**src/rtl/spi_qch_ctrl.sv**
```systemverilog
// Q-Channel power-policy controller for the SPI master. It counts Wishbone idle
// cycles, requests quiescence from the wrapper, and brings the block back on activity or wake.
module spi_qch_ctrl #(
    parameter int IDLE_W = 8,
    parameter int TMO_W  = 10,
    parameter int DCNT_W = 8
) (
    input  logic              wb_clk_i,
    input  logic              wb_rst_ni,
    input  logic              idle_en_i,
    input  logic [IDLE_W-1:0] idle_thresh_i,
    input  logic              act_i,
    input  logic              wake_i,
    output logic              qreqn_o,
    input  logic              qacceptn_i,
    input  logic              qdeny_i,
    output logic              stopped_o,
    output logic [DCNT_W-1:0] deny_cnt_o,
    output logic [1:0]        err_o,
    input  logic              err_clr_i
);

    typedef enum logic [2:0] {
        ST_RUN     = 3'd0,
        ST_REQ     = 3'd1,
        ST_STOPPED = 3'd2,
        ST_EXIT    = 3'd3,
        ST_DENIED  = 3'd4
    } state_t;

    state_t              r_state;
    logic                r_qreqn;
    logic                r_stopped;
    logic [IDLE_W-1:0]   r_idle_cnt;
    logic [TMO_W-1:0]    r_tmo_cnt;
    logic [DCNT_W-1:0]   r_deny_cnt;
    logic [1:0]          r_err;

    state_t              w_state_nxt;
    logic                w_qreqn_nxt;
    logic                w_stopped_nxt;
    logic                w_busy;
    logic                w_idle_hit;
    logic                w_timed;
    logic                w_tmo_max;
    logic                w_tmo_set;
    logic                w_proto_err;
    logic                w_deny_inc;
    logic [IDLE_W-1:0]   w_idle_nxt;
    logic [TMO_W-1:0]    w_tmo_nxt;
    logic [DCNT_W-1:0]   w_deny_nxt;
    logic [1:0]          w_err_nxt;

    assign w_busy     = act_i | wake_i | ~idle_en_i;
    assign w_idle_hit = (r_idle_cnt == idle_thresh_i);
    assign w_timed    = (r_state == ST_REQ) || (r_state == ST_EXIT) || (r_state == ST_DENIED);
    assign w_tmo_max  = &r_tmo_cnt;

    // State register; outputs are registered from their next-state decode so they
    // change on the same edge that enters the state.
    // NOTE: sequential state uses non-blocking assignments so every register samples pre-edge values.
    always_ff @(posedge wb_clk_i or negedge wb_rst_ni) begin
        if (!wb_rst_ni) begin
            r_state   <= ST_EXIT;
            r_qreqn   <= 1'b1;
            r_stopped <= 1'b0;
        end else begin
            r_state   <= w_state_nxt;
            r_qreqn   <= w_qreqn_nxt;
            r_stopped <= w_stopped_nxt;
        end
    end

    // NOTE: every combinational output gets a default first, so no path can infer a latch.
    always_comb begin
        w_state_nxt = r_state;
        case (r_state)
            ST_RUN:     if (!w_busy && w_idle_hit) w_state_nxt = ST_REQ;
            ST_REQ: begin
                if (!qacceptn_i)  w_state_nxt = ST_STOPPED;
                else if (qdeny_i) w_state_nxt = ST_DENIED;
            end
            ST_STOPPED: if (w_busy)      w_state_nxt = ST_EXIT;
            ST_EXIT:    if (qacceptn_i)  w_state_nxt = ST_RUN;
            ST_DENIED:  if (!qdeny_i)    w_state_nxt = ST_RUN;
            default:                     w_state_nxt = ST_EXIT;
        endcase
    end

    always_comb begin
        w_qreqn_nxt   = 1'b1;
        w_stopped_nxt = 1'b0;
        case (w_state_nxt)
            ST_REQ:     w_qreqn_nxt = 1'b0;
            ST_STOPPED: begin
                w_qreqn_nxt   = 1'b0;
                w_stopped_nxt = 1'b1;
            end
            default: ;
        endcase
    end

    // Counters and sticky error flags.
    always_comb begin
        w_idle_nxt = '0;
        if (r_state == ST_RUN && w_state_nxt == ST_RUN && !w_busy)
            w_idle_nxt = r_idle_cnt + 1'b1;

        w_tmo_nxt = r_tmo_cnt;
        if (w_state_nxt != r_state)
            w_tmo_nxt = '0;
        else if (w_timed && !w_tmo_max)
            w_tmo_nxt = r_tmo_cnt + 1'b1;

        // The first arrival at all-ones beats a clear; a saturated counter re-arms
        // the flag on every cycle that is not itself a clear cycle.
        w_tmo_set = w_timed && (w_state_nxt == r_state) && (&w_tmo_nxt)
                    && (!w_tmo_max || !err_clr_i);

        w_proto_err = 1'b0;
        if (r_state == ST_RUN)
            w_proto_err = ~qacceptn_i | qdeny_i;
        else if (r_state == ST_REQ)
            w_proto_err = ~qacceptn_i & qdeny_i;

        w_deny_inc = (r_state == ST_REQ) && qacceptn_i && qdeny_i && !(&r_deny_cnt);
        w_deny_nxt = w_deny_inc ? r_deny_cnt + 1'b1 : r_deny_cnt;

        w_err_nxt = (r_err & ~{2{err_clr_i}}) | {w_proto_err, w_tmo_set};
    end

    always_ff @(posedge wb_clk_i or negedge wb_rst_ni) begin
        if (!wb_rst_ni) begin
            r_idle_cnt <= '0;
            r_tmo_cnt  <= '0;
            r_deny_cnt <= '0;
            r_err      <= '0;
        end else begin
            r_idle_cnt <= w_idle_nxt;
            r_tmo_cnt  <= w_tmo_nxt;
            r_deny_cnt <= w_deny_nxt;
            r_err      <= w_err_nxt;
        end
    end

    assign qreqn_o    = r_qreqn;
    assign stopped_o  = r_stopped;
    assign deny_cnt_o = r_deny_cnt;
    assign err_o      = r_err;

endmodule

```
**config.mk**
```make
export PLATFORM = sky130hd
export DESIGN_NAME = spi_qch_ctrl
export DESIGN_NICKNAME = d
export VERILOG_FILES = /design/src/rtl/spi_qch_ctrl.sv
export SDC_FILE = /design/constraint.sdc
export NUM_CORES = 1
export LEC_CHECK = 0
export BUFFER_PORTS_ARGS = -buffer_cell sky130_fd_sc_hd__clkbuf_2
export CAP_MARGIN = 30
export CORE_ASPECT_RATIO = 1.1
export CORE_MARGIN = 2
export CORE_UTILIZATION = 27
export DETAILED_ROUTE_END_ITERATION = 10
export SKIP_LAST_GASP = 1
export SLEW_MARGIN = 20
export SYNTH_ARGS = -nofsm -noshare
export SYNTH_HDL_FRONTEND = slang
export SYNTH_SLANG_ARGS = --single-unit
```
**constraint.sdc**
```tcl
create_clock -name wb_clk_i -period 3.15 [get_ports wb_clk_i]
set_clock_uncertainty 0.15 [all_clocks]
set_input_delay 0.945 -clock wb_clk_i [delete_from_list [all_inputs] [get_ports wb_clk_i]]
set_output_delay 0.945 -clock wb_clk_i [all_outputs]
set_load 0.01 [all_outputs]
```
# After elaboration in Yosys (flattened, before gate mapping)
# Index checks and enable logic that the tools add are counted.
# Widths: inputs -> output; s select.
[word_totals]
regBits = 33
inputBits = 16
elab_cells = 65
[op_classes]
n_eq_ne = 9
mux = 14
n_reduce_logical = 23
addsub = 3
n_bitwise = 9
[op_table]
columns = ["op", "n"]
rows = [
  ["$mux 10", 2],
  ["$reduce_and 10->1", 2],
  ["$mux 3", 6],
  ["$add 8x1->8 const B", 2],
  ["$pmux 3 s5", 1],
  ["$add 10x1->10 const B", 1],
  ["$logic_and 1x1->1", 10],
  ["$eq 3x2->1 const B", 3],
  ["$eq 8x8->1", 1],
  ["$mux 8", 1],
  ["$reduce_and 8->1", 1],
  ["$eq 3x1->1 const B", 2],
  ["$logic_not 3->1", 2],
  ["$logic_not 1->1", 4],
  ["$mux 1", 4],
  ["$eq 3x3->1", 1],
  ["$eq 3x3->1 const B", 1],
  ["$logic_or 1x1->1", 3],
  ["$ne 3x3->1", 1],
  ["$or 1x1->1", 3],
  ["$and 2x2->2", 1],
  ["$not 1->1", 2],
  ["$not 2->2", 1],
  ["$or 2x2->2", 1],
  ["other kinds (2)", 2],
]

# Longest topological paths before layout
[depth]
word_depth = 12
ltp_mapped = 8

# Worst setup path after synthesis
# OpenSTA, ideal clock, no wires.
[synth_timing]
kind = "input-to-reg"
from = "input wake_i"
to = "register r_idle_cnt[2]"
t_required_ns = 2.881
setup_slack_ns = 0.650
cell_stages = 7
arrival_ns = 2.230
path_buffers = 1
setup_time_ns = 0.119
cell_sequence = "nor4b_2 nand4_1 nor4_2 o21bai_1 or2_1 buf_2 nor2_1"
[synth_via]
elab_chain_len = 10
word_cells_on_any_way = 11
cone_classes = "mux (4); bitwise (2); reduce/logical (5)"
[synth_lines]
columns = ["item", "line_no", "source"]
rows = [
  ["from (decl)", "13", "input logic wake_i,"],
  ["$or 1x1->1 * (2 in a row)", "54", "assign w_busy = act_i | wake_i | ~idle_en_i;"],
  ["$logic_not 1->1", "78, 106", ""],
  ["$logic_and 1x1->1", "78", "ST_RUN: if (!w_busy && w_idle_hit) w_state_nxt = ST_REQ;"],
  ["$mux 3", "78", ""],
  ["$pmux 3 s5", "77", "case (r_state)"],
  ["$logic_not 3->1", "106", "if (r_state == ST_RUN && w_state_nxt == ST_RUN && !w_busy)"],
  ["$logic_and 1x1->1", "106", ""],
  ["$logic_and 1x1->1 *", "106", ""],
  ["$mux 8 *", "106", ""],
  ["via w_idle_nxt[2]", "49", "logic [IDLE_W-1:0] w_idle_nxt;"],
  ["to (signal assigned)", "139", "r_idle_cnt <= w_idle_nxt;"],
  ["to (decl)", "34", "logic [IDLE_W-1:0] r_idle_cnt;"],
]
# The timed path passes the listed nets; every way through them passes the cells marked *.
# A chain may end at the register's enable or synchronous reset.

# Final worst setup path
[layout_timing]
from = "register r_tmo_cnt[0]"
to = "register r_err[0], in the netlist err_o[0]"
[layout_via]
elab_chain_len = 9
word_cells_on_any_way = 11
cone_classes = "add/sub (1); mux (2); bitwise (1); reduce/logical (7)"
[layout_lines]
columns = ["item", "line_no", "source"]
rows = [
  ["from (decl)", "35", "logic [TMO_W-1:0] r_tmo_cnt;"],
  ["from (signal assigned)", "140", "r_tmo_cnt <= w_tmo_nxt;"],
  ["parallel branches: the longest is 7 deep, another holds $add 10x1->10", "-", ""],
  ["$logic_and 1x1->1 *", "118", "&& (!w_tmo_max || !err_clr_i);"],
  ["$or 2x2->2 *", "129", "w_err_nxt = (r_err & ~{2{err_clr_i}}) | {w_proto_err, w_tmo_set};"],
  ["via w_err_nxt[0]", "52", "logic [1:0] w_err_nxt;"],
  ["to (signal assigned)", "142", "r_err <= w_err_nxt;"],
  ["to (decl)", "37", "logic [1:0] r_err;"],
]
# Mark *: on every way through the listed nets, which the timed path passes.

==> results.md <==
- Max Cap Viol: 0
- Die Wd: 83.3 um
- Die Area: 7590 sq um
- Hold Buf Count CTS: 0
- Synth area leaders: dfrtp_1 (40%), nor2_1 (6.2%), xor2_1 (6.1%)
- Fraction of registers with async set/reset: 1.00
- Endpoints failing hold: 0
- Via density: 4.70
- Syn_area_per_cell: 9.77 sq um
- Outcome: finished, final reports clean
- RSZ-0062 raised after global routing: no
- Cts bufs inserted: 5
- Post-layout nets: 239
- Total gr overflow: 0
- Most frequent cells in the layout: nor2_1 (31), dfrtp_1 (30), clkbuf_2 (27), xor2_1 (13), xnor2_1 (12)
- Mapped cell area: 1870 sq um
- Top-area cell type share of the netlist area: 0.402
- Top FF cell, synth: dfrtp_1
- Reg2Reg Launch Point: r_tmo_cnt[0]$_DFF_PN0_
- Register-to-register setup slack: 620 ps
- P&R area growth vs syn: 17.1%
- ANT nets after route: 0
- Yosys synthesis warning count: 0
- Min-delay worst type: in -> async
- Register bit total from synthesis: 33
- Setup_tns: 0 ps
- Leak: 0.000952 uW
- CTS Sinks: 33
- Gate Count Post-Synth: 191
- Vias in the first global route: 1,449
- Vert. Die Dim: 91.2 um
- Clock Pin Slew Worst Setup and Hold Paths: 70 ps
- Max Freq: 0.395 GHz
- Share of cells above drive strength 1: 0.244
- Port bufs: 27
- R2r endpoint: err_o[0]$_DFF_PN0_
- Num rows: 31
- Cells on worst reg2reg path: 7
- CTS Buffer Depth: 2
- First-pass DRT Iterations: 4
- Least-Margin Pin Slew: 585 ps
- CTS H-tree depth: 2
- Yosys top cell by area: dfrtp_1
- Post-CTS setup buffer count: 0
- CTS resizes: 0
- Crit path capture type: register
- Unique masters post-synth: 45
- Critical Path Sink: err_o[0]$_DFF_PN0_
- Final Wtd Congestion: 0.795
- Dpl hpwl: 2960 um
- Io pins: 28
- Power per cell area: 578 nW/um^2
- Post-layout minimum cycle time: 2530 ps
- Final setup fails: 0
- Starting density of the core: 0.281
- EDFF count, synth: 0
- DR DRC count: 0
- N_diodes: 0
- Crit path from: r_tmo_cnt[0]$_DFF_PN0_
- Final period utilization: 0.803
- CP max FO: 7
- Core footprint: 6630 sq um
- Commonest non-fill, non-tap cell in the layout: nor2_1
- Global-route wire length before repair: 6730 um
- Post-synthesis sequential area ratio: 0.445
- Critical Path AT: 2570 ps
- Largest net degree at the start of global routing: 34
- Initial antenna violation count: 0
- CP Launch Type: register
- Syn_nets: 210
- Clk root buf: clkbuf_8
- DP Worst Slack: 397 ps
- Wirelength, routed: 3980 um
- Clock Latency Late Sink: 280 ps
- Via count: 1,425
- Total track usage: 0.111
- Fillcell total: 683
- Post-route setup slack: 620 ps
- Drt wl/cell: 13.1 um
- Setup CP Type: reg -> reg
- CTS tree: done
- Slew HR: 0.609
- Worst vdd rail ir drop: 0.000252 V
- Iter 0 DRT Violations: 106
- CP required: 3190 ps
- Max Slew Vio Count: 0
[synth_stat cells (4+ instances only)]
master   number
and3_1        8
buf_2         5
dfrtp_1      30
inv_1         7
mux2i_1       4
nand2_1      11
nand3_1       8
nand4_1       8
nor2_1       31
nor2b_1       4
o21ai_0       5
xnor2_1      12
xor2_1       13
[power by group]
part | leakage, uW | total (uW) | switching [uW] | internal [uW]
registers | 0.000442 | 588 | 84.4 | 504
clock network | 0.0000439 | 313 | 161 | 152
logic | 0.000466 | 362 | 215 | 147
total | 0.000952 | 1260 | 460 | 803
[worst max-delay path, cell delays in order, from the launching register on]
cell	delay (ps)
dfrtp_1	460
ha_1	290
nand3_2	130
or3_4	430
or3_1	340
a221oi_2	290
nand4b_1	150
o32ai_2	200
[metrics by stage]
stage               cell area (sq um)  cells   util  hold slack, ps  total power [uW]
CTS                              2160    302  0.326             357              1280
finish                           2180    303  0.329             351              1260
global route                     2180    303  0.329             355              1360
global placement                 2080    294  0.313             343               957
detailed placement               2080    294  0.313             338               960
floorplan                        1870    191      -             348               841
[registers in the layout, indices dropped and copies added (netlist names)]
signal	flops
deny_cnt_o	8
err_o	2
qreqn_o	1
r_idle_cnt	8
r_state	3
r_tmo_cnt	10
stopped_o	1
[worst min path at each step]
stage                                          from                         to  slack (ps)  depth (start not counted)
after floorplan             r_idle_cnt[0]$_DFF_PN0_    r_idle_cnt[0]$_DFF_PN0_         350                          1
after global placement    deny_cnt_o[7]$_DFFE_PN0P_  deny_cnt_o[7]$_DFFE_PN0P_         340                          1
after detailed placement  deny_cnt_o[7]$_DFFE_PN0P_  deny_cnt_o[7]$_DFFE_PN0P_         340                          1
after CTS                 deny_cnt_o[6]$_DFFE_PN0P_  deny_cnt_o[6]$_DFFE_PN0P_         360                          1
after global routing                      wb_rst_ni     r_tmo_cnt[2]$_DFF_PN0_         350                          1
final                                     wb_rst_ni     r_tmo_cnt[2]$_DFF_PN0_         350                          1
[area by class of cell]
type,count,area (sq um),share of cell area
clock buffer,5,68.8,0.0315
sequential,33,830,0.380
tap,82,103,0.0470
clock inverter,3,17.5,0.00802
timing repair buffer,29,163,0.0745
inverter,7,26.3,0.0120
multi-input combinational,144,977,0.447
[cells by family after synthesis]
family | after synthesis | synth area share
adders and majority gates | 3 | 0.0201
muxes | 5 | 0.0275
buffers and inverters | 14 | 0.0315
DFF | 33 | 0.445
and+or+nand+nor | 89 | 0.258
AOI/OAI and AO/OA | 22 | 0.101
xor gates and xnor gates | 25 | 0.117
[layer usage]
| layer | GRT usage | up-vias | part of all wire |
|---|---|---|---|
| met2 | 0.191 | 17 | 0.52 |
| li1 | - | 726 | - |
| met5 | 0 | - | 0 |
| met1 | 0.130 | 674 | 0.43 |
| met4 | 0.0451 | 0 | 0.021 |
| met3 | 0.0300 | 8 | 0.033 |
(Power assumes the default switching activity.)
